==> src/rtl/beat_sequencer.sv <==
// ============================================================================
// beat_sequencer
// ----------------------------------------------------------------------------
// Purpose:
//   Beat index generator for a game sound engine. One music channel follows the
//   game state (MENU and GAME songs loop, GAMEOVER plays once and holds on its
//   last beat). An optional collision sound-effect channel runs independently
//   of the music and of pause.
//
// Build option:
//   BEAT_SEQUENCER_SFX_EN - when defined, the collision effect channel is
//   built. When undefined, sfx_active/sfx_beat are tied to 0, collision_trig is
//   ignored and no effect flops exist. Music behaviour is the same either way.
//
// Parameters:
//   LEN_MENU, LEN_GAME, LEN_OVER, LEN_SFX - beat counts (1 .. 2**BEAT_W)
//   BEAT_W                                - width of the beat counters
//
// Ports:
//   clk            in   system clock (single domain)
//   reset          in   asynchronous active-high reset
//   beat_en        in   one-clock beat strobe; counters advance only with it
//   state[2:0]     in   game state: 0 MENU, 1 GAME, 2 GAMEOVER, 3-7 silent
//   pause          in   freezes the music channel (not the effect)
//   collision_trig in   level input; a rising edge starts the effect
//   ibeat          out  current music beat index
//   song_sel[2:0]  out  registered state that ibeat belongs to
//   music_on       out  song_sel is 0-2 and the song is not finished
//   done           out  GAMEOVER is held on its last beat
//   sfx_beat       out  current effect beat index
//   sfx_active     out  effect playing (takes priority in the tone muxes)
// ============================================================================
module beat_sequencer #(
    parameter int LEN_MENU = 512,
    parameter int LEN_GAME = 1024,
    parameter int LEN_OVER = 128,
    parameter int LEN_SFX  = 16,
    parameter int BEAT_W   = 12
) (
    input  logic              clk,
    input  logic              reset,
    input  logic              beat_en,
    input  logic [2:0]        state,
    input  logic              pause,
    input  logic              collision_trig,
    output logic [BEAT_W-1:0] ibeat,
    output logic [2:0]        song_sel,
    output logic              music_on,
    output logic              done,
    output logic [BEAT_W-1:0] sfx_beat,
    output logic              sfx_active
);

    // Last beat index of each song; LEN == 2**BEAT_W gives an all-ones value,
    // and the natural counter overflow then produces the wrap to 0.
    localparam logic [BEAT_W-1:0] LAST_MENU = BEAT_W'(LEN_MENU - 1);
    localparam logic [BEAT_W-1:0] LAST_GAME = BEAT_W'(LEN_GAME - 1);
    localparam logic [BEAT_W-1:0] LAST_OVER = BEAT_W'(LEN_OVER - 1);
    localparam logic [BEAT_W-1:0] ONE       = BEAT_W'(1);

    // ------------------------------------------------------------------------
    // Music channel
    // ------------------------------------------------------------------------
    logic [2:0]        song_sel_q;
    logic [BEAT_W-1:0] ibeat_q, ibeat_d;
    logic              done_q, done_d;

    always_comb begin
        ibeat_d = ibeat_q;
        done_d  = done_q;
        if (state != song_sel_q) begin
            // A new song always starts at beat 0, even between beat strobes
            // and while paused.
            ibeat_d = '0;
            done_d  = 1'b0;
        end else if (song_sel_q > 3'd2) begin
            ibeat_d = '0;
            done_d  = 1'b0;
        end else if (beat_en && !pause) begin
            case (song_sel_q)
                3'd0:    ibeat_d = (ibeat_q == LAST_MENU) ? '0 : ibeat_q + ONE;
                3'd1:    ibeat_d = (ibeat_q == LAST_GAME) ? '0 : ibeat_q + ONE;
                default: begin
                    // GAMEOVER is one-shot: climb to the last beat and park
                    // there; done rises on the beat that lands on it.
                    ibeat_d = (ibeat_q == LAST_OVER) ? ibeat_q : ibeat_q + ONE;
                    done_d  = (ibeat_d == LAST_OVER);
                end
            endcase
        end
    end

    always_ff @(posedge clk or posedge reset) begin
        if (reset) begin
            song_sel_q <= 3'd0;
            ibeat_q    <= '0;
            done_q     <= 1'b0;
        end else begin
            song_sel_q <= state;
            ibeat_q    <= ibeat_d;
            done_q     <= done_d;
        end
    end

    assign ibeat    = ibeat_q;
    assign song_sel = song_sel_q;
    assign done     = done_q;
    // Derived from registered state only, so it holds naturally under pause
    // and reads 1 out of reset (MENU, not finished).
    assign music_on = (song_sel_q <= 3'd2) && !done_q;

    // ------------------------------------------------------------------------
    // Collision effect channel
    // ------------------------------------------------------------------------
`ifdef BEAT_SEQUENCER_SFX_EN
    localparam logic [BEAT_W-1:0] LAST_SFX = BEAT_W'(LEN_SFX - 1);

    logic              trig_q;
    logic              trig_edge;
    logic              sfx_active_q, sfx_active_d;
    logic [BEAT_W-1:0] sfx_beat_q, sfx_beat_d;

    assign trig_edge = collision_trig && !trig_q;

    always_comb begin
        sfx_active_d = sfx_active_q;
        sfx_beat_d   = sfx_beat_q;
        // A new edge restarts the effect and overrides a terminal-beat clear
        // landing on the same edge.
        if (trig_edge) begin
            sfx_active_d = 1'b1;
            sfx_beat_d   = '0;
        end else if (sfx_active_q && beat_en) begin
            if (sfx_beat_q == LAST_SFX) begin
                sfx_active_d = 1'b0;
                sfx_beat_d   = '0;
            end else begin
                sfx_beat_d   = sfx_beat_q + ONE;
            end
        end
    end

    always_ff @(posedge clk or posedge reset) begin
        if (reset) begin
            trig_q       <= 1'b0;
            sfx_active_q <= 1'b0;
            sfx_beat_q   <= '0;
        end else begin
            trig_q       <= collision_trig;
            sfx_active_q <= sfx_active_d;
            sfx_beat_q   <= sfx_beat_d;
        end
    end

    assign sfx_active = sfx_active_q;
    assign sfx_beat   = sfx_beat_q;
`else
    logic sfx_unused;
    assign sfx_unused = collision_trig;
    assign sfx_active = 1'b0;
    assign sfx_beat   = '0;
`endif

endmodule

==> config.mk <==
export PLATFORM = sky130hd
export DESIGN_NAME = beat_sequencer
export DESIGN_NICKNAME = d
export VERILOG_FILES = /design/src/rtl/beat_sequencer.sv
export SDC_FILE = /design/constraint.sdc
export NUM_CORES = 1
export LEC_CHECK = 0
export CAP_MARGIN = 20
export CORE_MARGIN = 2
export CORE_UTILIZATION = 30
export DETAILED_ROUTE_END_ITERATION = 8
export HOLD_SLACK_MARGIN = 0.03
export SYNTH_ARGS = -nofsm -noshare
export SYNTH_HDL_FRONTEND = slang
export SYNTH_SLANG_ARGS = --single-unit
==> constraint.sdc <==
create_clock -name clk -period 4.9 [get_ports clk]
set_input_delay 1.47 -clock clk [delete_from_list [all_inputs] [get_ports clk]]
set_output_delay 1.47 -clock clk [all_outputs]
set_load 0.005 [all_outputs]
==> qor.csv, run 1 <==
stage,metric,value,unit
timing,worst_pin_slew,0.738,ns
job,cap_violations,0,
critical_path,end_kind,register,
timing,holdWs,0.605,ns
yosys,syn_avg_cell_area,8.54,µm²
place,place_congestion,0.833,
critical_path,slowest_delay,0.68,ns
yosys,ys.flop_type,dfrtp_1,
routing,vias,1116,
final_layout,nets,179,
critical_path,path_depth,6,
floorplan,die_x,69.6,µm
critical_path,rrSetupSlack,2.52,ns
grt,grt_pass1_wl,4810,µm
yosys,ys_ff_latch,16,
clocking,clk_pin_slew,0.07,ns
place,io_buffer_count,23,
timing,finalSetupTns,0,ns
pwr,p_sw,0.0666,mW
routing,via_per_inst,5.10,
pwr,totalPowerFinal,0.282,mW
critical_path,crit_chain,clkdlybuf4s50_1 > nor4bb_1 > a22oi_1 > a311oi_4 > nand2b_1 > o211ai_1,
clocking,hold_buffers,0,
final_layout,drive_gt1_frac,0.0710,
floorplan,chipHeight,69.6,µm
critical_path,r2r-start,ibeat[0],
grt,grt-ovfl-total,0,
pwr,seqPwrFrac,0.482,
clocking,insertion_delay,0.26,ns
timing,setup_viol,0,
pwr,leakage,0.550,nW
critical_path,slowest_stage,a311oi_4,
place,numPlacedInstances,215,
final_layout,final_cells,219,
floorplan,io_pins,38,
routing,drt_iter0_markers,48,
floorplan,coreArea,0.00406,mm²
yosys,synth_area,0.00129,mm²
pwr,swShare,0.236,
yosys,yosysWarnings,0,
floorplan,die_area,0.00484,mm²
timing,max_freq,0.292,GHz
pwr,p_clk_frac,0.438,
timing,drv_slew,0,
critical_path,crit_buf_inv,1,
clocking,ctsResizeCount,0,
clocking,cts_setup_buffers,0,
timing,fin_crit,3.43,ns
critical_path,reg2reg_depth,6,
pwr,peakVddDrop,78.1,µV
yosys,synth_seq_area_share,0.310,
floorplan,start_util,0.318,
final_layout,n_antenna_cell,0,
pwr,power.density,185,mW/mm²
clocking,cts_max_level,1,
critical_path,critical_path_class,in -> reg,
timing,rsz0062_at_grt,false,
yosys,synth_edf_count,0,
critical_path,crit_fanout,17,
critical_path,crit_start,state[1],
routing,post-route-drc-count,0,
timing,finalHoldViolations,0,
timing,fin_crit_sh,0.699,
grt,grt_pass1_vias,979,
routing,drtPass1Iterations,4,
clocking,cts-root-buf,clkbuf_8,
critical_path,r2r-end,ibeat[11],
routing,wl,2820,µm
hold_path,hold_path_class,reg -> reg,
grt,grt_max_degree,18,
place,hpwl,2080,µm
yosys,synth_cell_types,46,
timing,relSlewSlack,0.508,
pwr,p_int,0.215,mW
pwr,pwr-share-comb,0.080,
clocking,cts_buffer_depth,2,
clocking,cts_buffers,3,
yosys,syn_inst,151,
yosys,async_flop_share,1.00,
critical_path,cp_data_required_time,5.08,ns
critical_path,crit_family,compound AO/OA/AOI/OAI gates,
clocking,clock-sinks,16,
floorplan,placementRows,23,
final_layout,syn_to_final_growth,18.3,%
critical_path,endpoint,ibeat[7],
grt,track_usage,0.120,
critical_path,arrival,3.61,ns
grt,antenna_found_initial,0,
routing,antenna_left,0,
timing,finalClockSkew,0.00224,ns
routing,wl_per_cell,12.9,µm
clocking,cts_tree,done,
status,outcome,"finished, final reports clean",
critical_path,worstSetupStartpointType,input port,
-- through the flow --
| stage | instance area, µm² | utilization | setup WS, ns |
|---|---|---|---|
| 2_1_floorplan | 1340 | - | 2.11 |
| 3_3_place_gp | 1470 | 0.363 | 1.23 |
| 3_5_place_dp | 1470 | 0.363 | 1.20 |
| 4_1_cts | 1530 | 0.376 | 1.48 |
| 5_1_grt | 1530 | 0.376 | 1.38 |
| 6_report | 1530 | 0.376 | 1.47 |
-- cells by family after synthesis --
logic type / count (synthesis) / share of synthesized area
buffers and inverters: 32 / 0.153
adder cells (fa/ha/maj): 1 / 0.00970
AND/OR/NAND/NOR: 56 / 0.271
XOR/XNOR: 5 / 0.0340
other: 1 / 0.00291
flip-flops: 16 / 0.310
multiplexers: 4 / 0.0310
AO/OA/AOI/OAI: 36 / 0.188
-- metal layers --
metal  vias up  global-route usage  routed length (µm)
li1        552                   -                   -
met1       529               0.178                1410
met2        30               0.168                1220
met3         5              0.0218                 139
met4         0              0.0501                  46
met5         -                   0                   0
-- placed cells by master, fill, tap and decap left out, types with 2 or more instances in the layout --
cell              n
nor2_1           12
dfrtp_1          16
xor2_1            2
conb_1           13
xnor2_1           3
inv_1            11
nor4_1            4
a32oi_1           2
o22ai_1           2
a22oi_1           2
o21ai_0          11
clkbuf_8          4
nand4b_1          2
mux2i_1           4
nand2_1           7
or2_2             2
nand4_1           2
clkdlybuf4s50_1  23
nand3_4           2
a21oi_1           9
nand3_1           6
nand2b_1          2
nor3_1            6
-- cell usage after synthesis, types with 2 or more instances --
| cell type | count | area share |
|---|---|---|
| nand4b_1 | 2 | 0.014 |
| mux2i_1 | 4 | 0.031 |
| nor2_1 | 12 | 0.035 |
| a22oi_1 | 2 | 0.012 |
| nand3_1 | 6 | 0.023 |
| nand2b_1 | 2 | 0.0097 |
| inv_1 | 11 | 0.032 |
| nand2_1 | 7 | 0.020 |
| nand3_4 | 2 | 0.027 |
| buf_4 | 18 | 0.10 |
| dfrtp_1 | 16 | 0.31 |
| xor2_1 | 2 | 0.014 |
| a32oi_1 | 2 | 0.014 |
| a21oi_1 | 9 | 0.035 |
| nor3_1 | 6 | 0.023 |
| xnor2_1 | 3 | 0.020 |
| buf_2 | 2 | 0.0078 |
| o21ai_0 | 11 | 0.043 |
| nand4_1 | 2 | 0.0097 |
| o22ai_1 | 2 | 0.0097 |
| nor4_1 | 4 | 0.019 |
| or2_2 | 2 | 0.0097 |
-- state kept, by name, indices dropped and copies added (netlist names) --
signal    cells
ibeat        12
song_sel      3
done          1
-- how the worst min path moves through the flow --
stage | startpoint | end | slack [ns] | cells past startpoint
after floorplan | done | done | 0.58 | 2
after global placement | done | done | 0.60 | 2
after detailed placement | done | done | 0.60 | 2
after CTS | done | done | 0.61 | 2
after global routing | done | done | 0.65 | 2
final | done | done | 0.61 | 2
-- cell type report --
class | instances | area (µm²)
flip-flops and latches | 16 | 400
inverters | 11 | 41.3
repair buffers | 23 | 230
fillers | 416 | 2530
clock buffers | 4 | 55.1
multi-input cells | 115 | 737
well taps | 50 | 62.6
-- power groups by stage --
| stage | sequential (mW) | clock (mW) | combinational, mW |
|---|---|---|---|
| after floorplan | 0.138 | 0 | 0.0187 |
| after global placement | 0.138 | 0 | 0.0227 |
| after detailed placement | 0.138 | 0 | 0.0227 |
| after CTS | 0.136 | 0.125 | 0.0228 |
| after global routing | 0.136 | 0.131 | 0.0252 |
| final | 0.136 | 0.124 | 0.0226 |
-- worst reg2reg max path: stages (launching register included) --
cell and delay (ns):
dfrtp_1 0.48, ha_1 0.41, nand3_4 0.17, nor3_1 0.47, a311oi_4 0.34, a21o_1 0.25, a22o_1 0.17
No activity file was read; power rests on OpenSTA's default activity.
==> run 2, diff against run 1 <==
- clock period: 4.9 -> 2.8 ns (I/O delays scaled with it)
==> qor.csv, run 2 (synthesized netlist as in run 1, its figures left out) <==
stage,metric,value,unit
routing,wl_met1,1400,µm
floorplan,die_x,69.6,µm
clocking,cts_max_level,1,
routing,via_per_inst,5.00,
routing,wl_met2,1280,µm
grt,grt-ovfl-total,0,
critical_path,arrival,2.60,ns
critical_path,rrSetupSlack,0.60,ns
timing,fin_crit_sh,0.870,
timing,rsz0062_at_grt,false,
routing,drt_iter0_markers,48,
timing,worst_pin_slew,0.642,ns
routing,met3_wirelength,152,µm
clocking,insertion_delay,0.25,ns
clocking,hold_buffers,0,
job,cap_violations,0,
floorplan,die_area,0.00484,mm²
final_layout,fillers,416,
grt,grt_pass1_vias,1056,
status,outcome,"finished, final reports clean",
timing,relSlewSlack,0.571,
floorplan,placementRows,23,
routing,wl_per_cell,12.8,µm
critical_path,crit_fanout,7,
routing,drtPass1Iterations,4,
final_layout,syn_to_final_growth,21.3,%
final_layout,ff_latch_area,400,µm²
final_layout,drive_gt1_frac,0.103,
grt,grt_pass1_wl,4860,µm
pwr,peakVddDrop,156,µV
place,hpwl,2170,µm
pwr,leakage,0.580,nW
routing,wl,2880,µm
final_layout,n_antenna_cell,0,
routing,post-route-drc-count,0,
timing,holdWs,0.615,ns
timing,setup_viol,0,
clocking,cts_tree,done,
grt,track_usage,0.123,
floorplan,start_util,0.318,
timing,drv_slew,0,
grt,antenna_found_initial,0,
critical_path,cp_data_required_time,2.97,ns
clocking,clk_pin_slew,0.06,ns
clocking,cts-root-buf,clkbuf_8,
place,io_buffer_count,23,
final_layout,mostFrequentLayoutCell,clkdlybuf4s50_1,
clocking,clock-sinks,16,
pwr,power.density,292,mW/mm²
timing,finalHoldViolations,0,
critical_path,critical_path_class,in -> reg,
final_layout,fin_area,0.00157,mm²
critical_path,worstSetupStartpointType,input port,
timing,finalClockSkew,0.00118,ns
clocking,cts_setup_buffers,0,
clocking,ctsResizeCount,0,
routing,routed.top_layer,met4,
routing,antenna_left,0,
final_layout,final_cell_mix,"clkdlybuf4s50_1, dfrtp_1, conb_1",
floorplan,chipHeight,69.6,µm
clocking,cts_buffers,3,
place,placed_cell_area,0.00152,mm²
timing,fin_crit,2.44,ns
routing,vias,1124,
final_layout,largest_reg_flops,12,
grt,grt_max_degree,17,
critical_path,end_kind,register,
final_layout,nets,186,
floorplan,coreArea,0.00406,mm²
timing,max_freq,0.410,GHz
hold_path,hold_path_class,reg -> reg,
place,place_congestion,0.838,
timing,finalSetupTns,0,ns
clocking,cts_buffer_depth,2,
pwr,totalPowerFinal,0.458,mW
floorplan,io_pins,38,
final_layout,multi_input_area,737,µm²
==> run 2: cell types whose count changed in the layout (fill, tap and decap cells not counted), sizes merged <==
| cell | before | now |
|---|---|---|
| buf | 0 | 7 |
| clkbuf | 4 | 3 |
==> run 2: through the flow <==
step	instances	util	worst slack, ns
global route	225	0.386	0.166
detailed placement	222	0.376	0.0662
global placement	222	0.376	0.0873
finish	225	0.386	0.364
floorplan	163	-	0.643
CTS	225	0.386	0.325
==> run 2: final cells by class <==
cell class	instances	area share
Sequential cell	16	0.256
Clock buffer	3	0.0264
Multi-Input combinational cell	115	0.471
Tap cell	50	0.0400
Inverter	11	0.0264
Timing Repair Buffer	30	0.181
==> run 2: critical path, cell delays in order <==
cell	delay (ns)
clkdlybuf4s50_1	0.49
nor4bb_1	0.29
a22oi_1	0.22
a311oi_4	0.32
buf_4	0.21
a21oi_1	0.06
o21ai_0	0.17
==> run 2: per-layer routing <==
metal  vias to the layer above  global-route usage
li1                        564                   -
met1                       522               0.168
met2                        34               0.187
met3                         4              0.0233
met4                         0              0.0588
met5                         -                   0
==> run 2: final timing paths <==
kind | end | from | cells after the start
setup reg to reg | ibeat[11] | ibeat[0] | 7
setup / recovery | ibeat[5] | state[1] | 7
max in group asynchronous | ibeat[3] | reset | 2
min in group asynchronous | ibeat[4] | reset | 2
hold reg to reg | done | done | 2
hold / removal | done | done | 2
==> run 2: report_power, final <==
| group | switching (mW) | internal, mW |
|---|---|---|
| combinational | 0.0214 | 0.0202 |
| clock | 0.0823 | 0.0956 |
| sequential | 0.00455 | 0.234 |
